## config.mk

```make
export PLATFORM = sky130hd
export DESIGN_NAME = pipe_hazard_ctrl_flat
export DESIGN_NICKNAME = d
export VERILOG_FILES = /design/src/rtl/pipe_hazard_ctrl_if.sv /design/src/rtl/pipe_hazard_ctrl.sv /design/src/flat_wrapper.sv
export SDC_FILE = /design/constraint.sdc
export NUM_CORES = 1
export LEC_CHECK = 0
export CAP_MARGIN = 30
export CORE_MARGIN = 3
export CORE_UTILIZATION = 35
export DETAILED_ROUTE_END_ITERATION = 10
export PLACE_DENSITY = 0.54
export SYNTH_ARGS = -nofsm -noshare
export SYNTH_HDL_FRONTEND = slang
export SYNTH_SLANG_ARGS = --single-unit
```

## constraint.sdc

```tcl
create_clock -name clk -period 5.7 [get_ports clk]
set_input_delay 0.57 -clock clk [delete_from_list [all_inputs] [get_ports clk]]
set_output_delay 0.57 -clock clk [all_outputs]
set_load 0.02 [all_outputs]
```

## src/rtl/pipe_hazard_ctrl_if.sv

```systemverilog
// Signal bundle between the pipeline datapath (master) and the hazard/forwarding
// controller (slave): ID-stage decode info in, stage enables and operand selects out.
interface pipe_hazard_ctrl_if #(
  parameter int REG_W = 5,
  parameter int CNT_W = 16
);
  logic             id_valid;
  logic [REG_W-1:0] id_rs1;
  logic [REG_W-1:0] id_rs2;
  logic             id_use_rs1;
  logic             id_use_rs2;
  logic [REG_W-1:0] id_rd;
  logic             id_regwrite;
  logic             id_memread;
  logic             id_memwrite;
  logic             ex_branch_taken;
  logic             dmem_ready;
  logic [1:0]       fwd_a;
  logic [1:0]       fwd_b;
  logic             pc_sel;
  logic             pc_write;
  logic             ifid_write;
  logic             ifid_flush;
  logic             idex_bubble;
  logic             freeze;
  logic [CNT_W-1:0] stall_count;

  modport master (
    output id_valid, id_rs1, id_rs2, id_use_rs1, id_use_rs2, id_rd,
           id_regwrite, id_memread, id_memwrite, ex_branch_taken, dmem_ready,
    input  fwd_a, fwd_b, pc_sel, pc_write, ifid_write, ifid_flush,
           idex_bubble, freeze, stall_count
  );

  modport slave (
    input  id_valid, id_rs1, id_rs2, id_use_rs1, id_use_rs2, id_rd,
           id_regwrite, id_memread, id_memwrite, ex_branch_taken, dmem_ready,
    output fwd_a, fwd_b, pc_sel, pc_write, ifid_write, ifid_flush,
           idex_bubble, freeze, stall_count
  );
endinterface

```

## src/rtl/pipe_hazard_ctrl.sv

```systemverilog
// Hazard and forwarding controller for a 5-stage pipeline: tracks EX/MEM/WB in a
// private scoreboard and drives forwarding selects, PC/IF/ID enables, bubbles and freeze.
module pipe_hazard_ctrl #(
  parameter int REG_W = 5,
  parameter int CNT_W = 16
) (
  input logic               clk,
  input logic               rst,
  pipe_hazard_ctrl_if.slave hz
);
  logic             ex_valid_reg, ex_regwrite_reg, ex_memread_reg, ex_memwrite_reg;
  logic [REG_W-1:0] ex_rd_reg;
  logic [REG_W-1:0] ex_rs_reg [2];
  logic             ex_use_reg [2];
  logic             mem_valid_reg, mem_regwrite_reg, mem_memread_reg, mem_memwrite_reg;
  logic [REG_W-1:0] mem_rd_reg;
  logic             wb_valid_reg, wb_regwrite_reg;
  logic [REG_W-1:0] wb_rd_reg;
  logic [CNT_W-1:0] stall_count_reg, stall_count_next;

  logic [REG_W-1:0] id_rs [2];
  logic             id_use [2];
  logic [1:0]       ld_match;
  logic [1:0]       fwd [2];
  logic             freeze_c, redirect_c, load_use_c;
  logic             pc_write_c, ifid_write_c, ifid_flush_c, idex_bubble_c;

  assign id_rs[0]  = hz.id_rs1;
  assign id_rs[1]  = hz.id_rs2;
  assign id_use[0] = hz.id_use_rs1;
  assign id_use[1] = hz.id_use_rs2;

  genvar gi;
  generate
    for (gi = 0; gi < 2; gi++) begin : g_opnd
      assign ld_match[gi] = id_use[gi] && (id_rs[gi] == ex_rd_reg);

      // MEM result is newer than WB, so it wins; x0 is hardwired and never forwards.
      always_comb begin
        fwd[gi] = 2'b00;
        if (ex_use_reg[gi] && mem_valid_reg && mem_regwrite_reg &&
            (mem_rd_reg != '0) && (mem_rd_reg == ex_rs_reg[gi]))
          fwd[gi] = 2'b10;
        else if (ex_use_reg[gi] && wb_valid_reg && wb_regwrite_reg &&
                 (wb_rd_reg != '0) && (wb_rd_reg == ex_rs_reg[gi]))
          fwd[gi] = 2'b01;
      end
    end
  endgenerate

  assign freeze_c   = mem_valid_reg && (mem_memread_reg || mem_memwrite_reg) && !hz.dmem_ready;
  assign redirect_c = ex_valid_reg && hz.ex_branch_taken;
  assign load_use_c = hz.id_valid && ex_valid_reg && ex_memread_reg &&
                      (ex_rd_reg != '0) && (|ld_match);

  always_comb begin
    pc_write_c    = 1'b1;
    ifid_write_c  = 1'b1;
    ifid_flush_c  = 1'b0;
    idex_bubble_c = 1'b0;
    if (freeze_c) begin
      pc_write_c   = 1'b0;
      ifid_write_c = 1'b0;
    end else if (redirect_c) begin
      ifid_flush_c  = 1'b1;
      idex_bubble_c = 1'b1;
    end else if (load_use_c) begin
      pc_write_c    = 1'b0;
      ifid_write_c  = 1'b0;
      idex_bubble_c = 1'b1;
    end
  end

  always_comb begin
    stall_count_next = stall_count_reg;
    if (!pc_write_c && (stall_count_reg != {CNT_W{1'b1}}))
      stall_count_next = stall_count_reg + 1'b1;
  end

  // Data fields carry no reset; only the valids gate any output.
  always_ff @(posedge clk) begin
    if (rst) begin
      ex_valid_reg    <= 1'b0;
      mem_valid_reg   <= 1'b0;
      wb_valid_reg    <= 1'b0;
      stall_count_reg <= '0;
    end else begin
      stall_count_reg <= stall_count_next;
      if (!freeze_c) begin
        wb_valid_reg     <= mem_valid_reg;
        wb_regwrite_reg  <= mem_regwrite_reg;
        wb_rd_reg        <= mem_rd_reg;
        mem_valid_reg    <= ex_valid_reg;
        mem_regwrite_reg <= ex_regwrite_reg;
        mem_memread_reg  <= ex_memread_reg;
        mem_memwrite_reg <= ex_memwrite_reg;
        mem_rd_reg       <= ex_rd_reg;
        ex_valid_reg     <= hz.id_valid && !idex_bubble_c;
        ex_regwrite_reg  <= hz.id_regwrite;
        ex_memread_reg   <= hz.id_memread;
        ex_memwrite_reg  <= hz.id_memwrite;
        ex_rd_reg        <= hz.id_rd;
        ex_rs_reg[0]     <= id_rs[0];
        ex_rs_reg[1]     <= id_rs[1];
        ex_use_reg[0]    <= id_use[0];
        ex_use_reg[1]    <= id_use[1];
      end
    end
  end

  assign hz.fwd_a       = fwd[0];
  assign hz.fwd_b       = fwd[1];
  assign hz.pc_sel      = redirect_c;
  assign hz.pc_write    = pc_write_c;
  assign hz.ifid_write  = ifid_write_c;
  assign hz.ifid_flush  = ifid_flush_c;
  assign hz.idex_bubble = idex_bubble_c;
  assign hz.freeze      = freeze_c;
  assign hz.stall_count = stall_count_reg;
endmodule

```

## src/flat_wrapper.sv

```systemverilog
// flat-port wrapper written by rule: the top's interface ports become plain ports
module pipe_hazard_ctrl_flat 
#(
  parameter int REG_W = 5,
  parameter int CNT_W = 16
)
  (clk, rst, hz_id_valid, hz_id_rs1, hz_id_rs2, hz_id_use_rs1, hz_id_use_rs2, hz_id_rd, hz_id_regwrite, hz_id_memread, hz_id_memwrite, hz_ex_branch_taken, hz_dmem_ready, hz_fwd_a, hz_fwd_b, hz_pc_sel, hz_pc_write, hz_ifid_write, hz_ifid_flush, hz_idex_bubble, hz_freeze, hz_stall_count);
  pipe_hazard_ctrl_if #(.REG_W(REG_W), .CNT_W(CNT_W)) hz_i ();
  input logic clk;
  input logic rst;
  input wire logic [$bits(hz_i.id_valid)-1:0] hz_id_valid;
  input wire logic [$bits(hz_i.id_rs1)-1:0] hz_id_rs1;
  input wire logic [$bits(hz_i.id_rs2)-1:0] hz_id_rs2;
  input wire logic [$bits(hz_i.id_use_rs1)-1:0] hz_id_use_rs1;
  input wire logic [$bits(hz_i.id_use_rs2)-1:0] hz_id_use_rs2;
  input wire logic [$bits(hz_i.id_rd)-1:0] hz_id_rd;
  input wire logic [$bits(hz_i.id_regwrite)-1:0] hz_id_regwrite;
  input wire logic [$bits(hz_i.id_memread)-1:0] hz_id_memread;
  input wire logic [$bits(hz_i.id_memwrite)-1:0] hz_id_memwrite;
  input wire logic [$bits(hz_i.ex_branch_taken)-1:0] hz_ex_branch_taken;
  input wire logic [$bits(hz_i.dmem_ready)-1:0] hz_dmem_ready;
  output wire logic [$bits(hz_i.fwd_a)-1:0] hz_fwd_a;
  output wire logic [$bits(hz_i.fwd_b)-1:0] hz_fwd_b;
  output wire logic [$bits(hz_i.pc_sel)-1:0] hz_pc_sel;
  output wire logic [$bits(hz_i.pc_write)-1:0] hz_pc_write;
  output wire logic [$bits(hz_i.ifid_write)-1:0] hz_ifid_write;
  output wire logic [$bits(hz_i.ifid_flush)-1:0] hz_ifid_flush;
  output wire logic [$bits(hz_i.idex_bubble)-1:0] hz_idex_bubble;
  output wire logic [$bits(hz_i.freeze)-1:0] hz_freeze;
  output wire logic [$bits(hz_i.stall_count)-1:0] hz_stall_count;
  assign hz_i.id_valid = hz_id_valid;
  assign hz_i.id_rs1 = hz_id_rs1;
  assign hz_i.id_rs2 = hz_id_rs2;
  assign hz_i.id_use_rs1 = hz_id_use_rs1;
  assign hz_i.id_use_rs2 = hz_id_use_rs2;
  assign hz_i.id_rd = hz_id_rd;
  assign hz_i.id_regwrite = hz_id_regwrite;
  assign hz_i.id_memread = hz_id_memread;
  assign hz_i.id_memwrite = hz_id_memwrite;
  assign hz_i.ex_branch_taken = hz_ex_branch_taken;
  assign hz_i.dmem_ready = hz_dmem_ready;
  assign hz_fwd_a = hz_i.fwd_a;
  assign hz_fwd_b = hz_i.fwd_b;
  assign hz_pc_sel = hz_i.pc_sel;
  assign hz_pc_write = hz_i.pc_write;
  assign hz_ifid_write = hz_i.ifid_write;
  assign hz_ifid_flush = hz_i.ifid_flush;
  assign hz_idex_bubble = hz_i.idex_bubble;
  assign hz_freeze = hz_i.freeze;
  assign hz_stall_count = hz_i.stall_count;
  pipe_hazard_ctrl #(.REG_W(REG_W), .CNT_W(CNT_W)) u_core (.clk(clk), .rst(rst), .hz(hz_i));
endmodule
```

==> flow_metrics.tcl <==
set metrics [dict create \
    syn_nets 235 \
    wl_met2_microns 2460 \
    place_area_sq_um 3070 \
    cap_violations 0 \
    ant_nets 0 \
    path_clk_slew_ps 90 \
    async_reset_ff_share_pct 0 \
    fin_area_sq_um 3180 \
    ctsHoldBuffers 0 \
    cp-start-kind "flip-flop" \
    hold_violations 0 \
    n_fill_cell 641 \
    dr.pass1.iters 4 \
    grt_first_pass_wirelength_microns 8850 \
    p_switching_mw 0.166 \
    combPwrFrac_pct 8.9 \
    cts_tree "built" \
    area_growth_pct 26.3 \
    wl_microns 5310 \
    drive_above_1_share_pct 10.8 \
    cts_made_buffers 5 \
    worstPathMaxFanout 32 \
    path_cells "or4_4, o21ai_2, nor2_2, a21oi_4, clkdlybuf4s50_1" \
    synth_edf_count 34 \
    fmax_ghz 0.283 \
    power.share.switching_pct 21.9 \
    multi_input_area_sq_um 1020 \
    critPathKind "flip-flop to output pin" \
    syn_avg_cell_area_sq_um 12.0 \
    drt-initial-drc-count 124 \
    start_util_pct 36.6 \
    setup_viol 0 \
    grt_pass1_vias 1710 \
    clock-sinks 53 \
    wirelength_met1_microns 2580 \
    worst_slew_pin_slew_ps 941 \
    rr_worst_depth 6 \
    slew_headroom_pct 37.0 \
    drcViolationCount 0 \
    required_ps 5130 \
    io_buffers 50 \
    cp.arrival_ps 2960 \
    dp_cells 348 \
    end_kind "output pin" \
    grt_max_degree 33 \
    dieArea_sq_um 8250 \
    final-seq-area_sq_um 1400 \
    yosysUniqueCellTypes 45 \
    vias 1740 \
    fin_cells 356 \
    reg2reg_slack_ps 3230 \
    tns_ps 0 \
    n_antenna_cell 0 \
    hold_class "flip-flop to flip-flop" \
    ir_drop_mv 0.0851 \
    vias_per_cell 4.89 \
    htree_levels 2 \
    yosysWarnings 0 \
    synth_seq_cells 53 \
    top_layer "met4" \
    critical_path.slowest_cell "clkdlybuf4s50_1" \
    pwr-share-clk_pct 32.9 \
    route.detailed.wl_per_inst_microns 14.9 \
    power_frac_seq_pct 58.2 \
    fin_crit_sh_pct 61.9 \
    critical_path.max_stage_delay_ps 740 \
    cts-root-buf "clkbuf_8" \
    leakagePower_nw 0.986 \
    holdPathStages 0 \
    syn_area_sq_um 2520 \
    yosys_most_used_dff "edfxtp_1" \
    power_density_nw_per_um2 239 \
    rows 30 \
    status "complete, no violations" \
    clk_path_buf_depth 2 \
    grt-ovfl-total 0 \
    grt_usage_pct 13.5 \
    die_h_microns 90.8 \
    grt_antenna_before_repair 0 \
    insertion_delay_ps 300 \
    cts_setup_buffers 0 \
    hpwl_microns 3880 \
    internal_power_mw 0.594 \
    largest_reg_flops 16 \
    post-route-util_pct 46.3 \
    core-area_sq_um 6870 \
    cts_resized 0 \
    slew_violations 0 \
    nets 285 \
    ys_seq_area_share_pct 55.7 \
    gp_congestion 0.791 \
    boundaryPins 51 \
    finalCriticalPeriod_ps 3530 \
    met3RoutedLength_microns 225 \
    rsz0062_at_grt "no" \
    syn_inst 209 \
    die_w_microns 90.8 \
    fin_skew_ps 6.60 \
]
-- critical path, delay by kind of cell, from the launching register on --
| family | cells | cell delay [ps] |
|---|---|---|
| AOI/OAI and AO/OA | 2 | 780 |
| buffers and inverters | 1 | 740 |
| and+or+nand+nor | 2 | 650 |
| DFF | 1 | 500 |
-- synth_stat cells (2+ instances only) --
| cell type | number | area, sq um |
|---|---|---|
| a21oi_1 | 11 | 55.1 |
| inv_1 | 4 | 15.0 |
| o31ai_1 | 10 | 75.1 |
| nand3_1 | 8 | 40.0 |
| nand4_1 | 5 | 31.3 |
| o21ai_1 | 3 | 15.0 |
| xor2_1 | 8 | 70.1 |
| a21oi_2 | 4 | 35.0 |
| or3_1 | 2 | 12.5 |
| edfxtp_1 | 34 | 1020 |
| or4_1 | 12 | 90.1 |
| dfxtp_1 | 19 | 380 |
| and4_1 | 2 | 17.5 |
| buf_4 | 2 | 15.0 |
| nor3_1 | 5 | 25.0 |
| mux2_4 | 2 | 30.0 |
| nor4_1 | 2 | 12.5 |
| nor3_2 | 2 | 20.0 |
| nand2_1 | 11 | 41.3 |
| xnor2_1 | 22 | 193 |
| nor2b_1 | 3 | 18.8 |
| o211ai_1 | 2 | 15.0 |
| buf_6 | 4 | 45.0 |
| and3_1 | 3 | 18.8 |
| nor2_1 | 9 | 33.8 |
-- final timing paths --
path,start,to
worst min register to register,u_core.ex_memwrite_reg,u_core.mem_memwrite_reg
worst max register to register,u_core.ex_rd_reg[1],u_core.hz.stall_count[11]
worst min-delay path,u_core.ex_memwrite_reg,u_core.mem_memwrite_reg
worst max-delay path,u_core.ex_rd_reg[1],hz_ifid_write
-- layout make-up --
type | count | area share (%)
Sequential cell | 53 | 44.1
Tap cell | 96 | 3.78
Clock buffer | 6 | 2.28
Inverter | 4 | 0.472
Clock inverter | 2 | 1.10
Multi-Input combinational cell | 143 | 32.1
Timing Repair Buffer | 52 | 16.2
-- per-stage QoR --
| step | total power [mW] | setup slack, ps | hold slack, ps |
|---|---|---|---|
| floorplan | 0.487 | 2790 | 400 |
| global placement | 0.521 | 2350 | 406 |
| detailed placement | 0.521 | 2350 | 408 |
| CTS | 0.768 | 2140 | 431 |
| global route | 0.794 | 1980 | 453 |
| finish | 0.761 | 2170 | 435 |
-- logic make-up (layout without fill, tap and decap cells) --
| family | after synthesis | count (layout) | synth area share [%] |
|---|---|---|---|
| flip-flops | 53 | 53 | 55.7 |
| AND/OR/NAND/NOR | 72 | 72 | 17.4 |
| XOR/XNOR | 30 | 30 | 10.4 |
| buffers and inverters | 13 | 64 | 3.88 |
| adder cells (fa/ha/maj) | 1 | 1 | 0.497 |
| multiplexers | 2 | 2 | 1.19 |
| AO/OA/AOI/OAI | 38 | 38 | 10.9 |
-- cells in the final DEF (no fill, tap or decap), types with 5 or more instances in the layout --
master and count:
o31ai_1 10, or4_1 12, dfxtp_1 19, clkbuf_8 5, xor2_1 8, xnor2_1 22
nand3_1 8, edfxtp_1 34, nand4_1 5, nor3_1 5, a21oi_1 11, nand2_1 11
clkdlybuf4s50_1 50, nor2_1 8
-- power by group through the flow --
stage | registers [mW] | clock network, mW | logic (mW)
floorplan | 0.448 | 0 | 0.0391
global placement | 0.452 | 0 | 0.0688
detailed placement | 0.452 | 0 | 0.0686
CTS | 0.443 | 0.256 | 0.0690
global route | 0.445 | 0.275 | 0.0740
finish | 0.443 | 0.251 | 0.0674
-- per-layer routing --
metal  track usage (%)  vias to the layer above
met5                 0                        -
met4              3.39                        0
met3              3.42                        5
met2              21.4                       40
met1              18.3                      815
li1                  -                      880
(Power assumes the default switching activity.)
==> RTL change (same flow settings) <==
`CNT_W` is set to 16 in 3 places; all go to 20.
--- a/src/rtl/pipe_hazard_ctrl_if.sv
+++ b/src/rtl/pipe_hazard_ctrl_if.sv
@@ -4,3 +4,3 @@
   parameter int REG_W = 5,
-  parameter int CNT_W = 16
+  parameter int CNT_W = 20
 );
--- a/src/rtl/pipe_hazard_ctrl.sv
+++ b/src/rtl/pipe_hazard_ctrl.sv
@@ -4,3 +4,3 @@
   parameter int REG_W = 5,
-  parameter int CNT_W = 16
+  parameter int CNT_W = 20
 ) (
--- a/src/flat_wrapper.sv
+++ b/src/flat_wrapper.sv
@@ -4,3 +4,3 @@
   parameter int REG_W = 5,
-  parameter int CNT_W = 16
+  parameter int CNT_W = 20
 )
Ports: changed (resized hz_stall_count); port bits go from 51 to 55. No check against the original RTL was run, so the function may have changed too.
==> RTL change against the unedited design <==
- setup slack improved by 0.31 ns
- critical endpoint unchanged
- synthesized area increased by 10%
- wire length increased by 17%
- power increased by 18%
- count of clock-buffer cells in the layout increased by 6
- sequential cell count increased by 4
- design area increased by 12%
- combinational power increased by 2%
- sequential power increased by 6.3%
- highest routed layer unchanged
- critical path type unchanged
- hold slack got worse by 0.0046 ns
==> RTL change: results (changes against the unedited design) <==
[pwr]
power.internal_mw = 0.704  ; was 0.594 mW
p_leak_nw = 1.16  ; was 0.986 nW
p_seq_mw = 0.471  ; was 0.443 mW

[finish]
nFillCells = 708  ; was 641
largest_reg_flops = 20  ; was 16
seq_share_pct = 41.7  ; was 44.1%
fin_nets = 327  ; was 285
buffer_area_share_pct = 15.9  ; was 16.2%
syn2layout_area_growth_pct = 28.1  ; was 26.3%
nNonClkBuffers = 57  ; was 52
n_all_inverters = 5  ; was 4
clockBufferCount = 12  ; was 6

[routing]
drt-met1-wl_mm = 2.89  ; was 2.58 mm
viasPerCell = 5.08  ; was 4.89
wl_met3_um = 240  ; was 225 µm
route.met2.wl_mm = 3.01  ; was 2.46 mm

[yosys]
syn-num-nets = 271  ; was 235
synthTopCellsByArea = edfxtp_1 37%, dfxtp_1 17%, xnor2_1 7.0%  ; was edfxtp_1 41%, dfxtp_1 15%, xnor2_1 7.7%
synth_xor_xnor_area_share_pct = 9.49  ; was 10.4%
synth_commonest_cells = 34 x edfxtp_1, 23 x dfxtp_1, 22 x xnor2_1, 20 x nand3_1, 15 x nor2_1  ; was 34 x edfxtp_1, 22 x xnor2_1, 19 x dfxtp_1, 12 x or4_1

[cts]
path_clk_slew_ns = 0.06  ; was 0.09 ns
cts_buffers = 9  ; was 5
cts_sinks = 57  ; was 53

[status]
outcome = completed  ; unchanged

[global_route]
grtUsageMet1_pct = 18.9  ; was 18.3%
grtUsageMet2_pct = 24.3  ; was 21.4%

[placed_design]
numPlacedInstances = 389  ; was 348

[sta]
slew_headroom_pct = 50.1  ; was 37.0%

## RTL change: cell types whose count changed in the layout (fill, tap and decap cells not counted), sizes merged, moves of 3 or more
cell,change
mux2,+3
nor3,+3
nand3,+12
dfxtp,+4
clkbuf,+6
nor2,+4
and3,+4
clkdlybuf4s50,+4
## RTL change: worst max-delay path: stages, from the launching register on
cell and delay, ns:
edfxtp_1 0.46, or4_1 0.56, o21ai_2 0.14, nor2_1 0.06
a21o_4 0.25, inv_6 0.19, clkdlybuf4s50_1 0.64
## RTL change: worst max-delay path by stage
stage / slack, ns / endpoint / depth (start not counted) / from
final: 2.48 / hz_ifid_write / 6 / u_core.ex_rd_reg[1]
after global routing: 2.33 / hz_ifid_write / 6 / u_core.ex_rd_reg[2]
after CTS: 2.45 / hz_ifid_write / 6 / u_core.ex_rd_reg[2]
after detailed placement: 2.58 / hz_ifid_write / 6 / hz_dmem_ready
after global placement: 2.60 / hz_pc_write / 6 / hz_dmem_ready
after floorplan: 2.61 / u_core.ex_memread_reg / 4 / rst
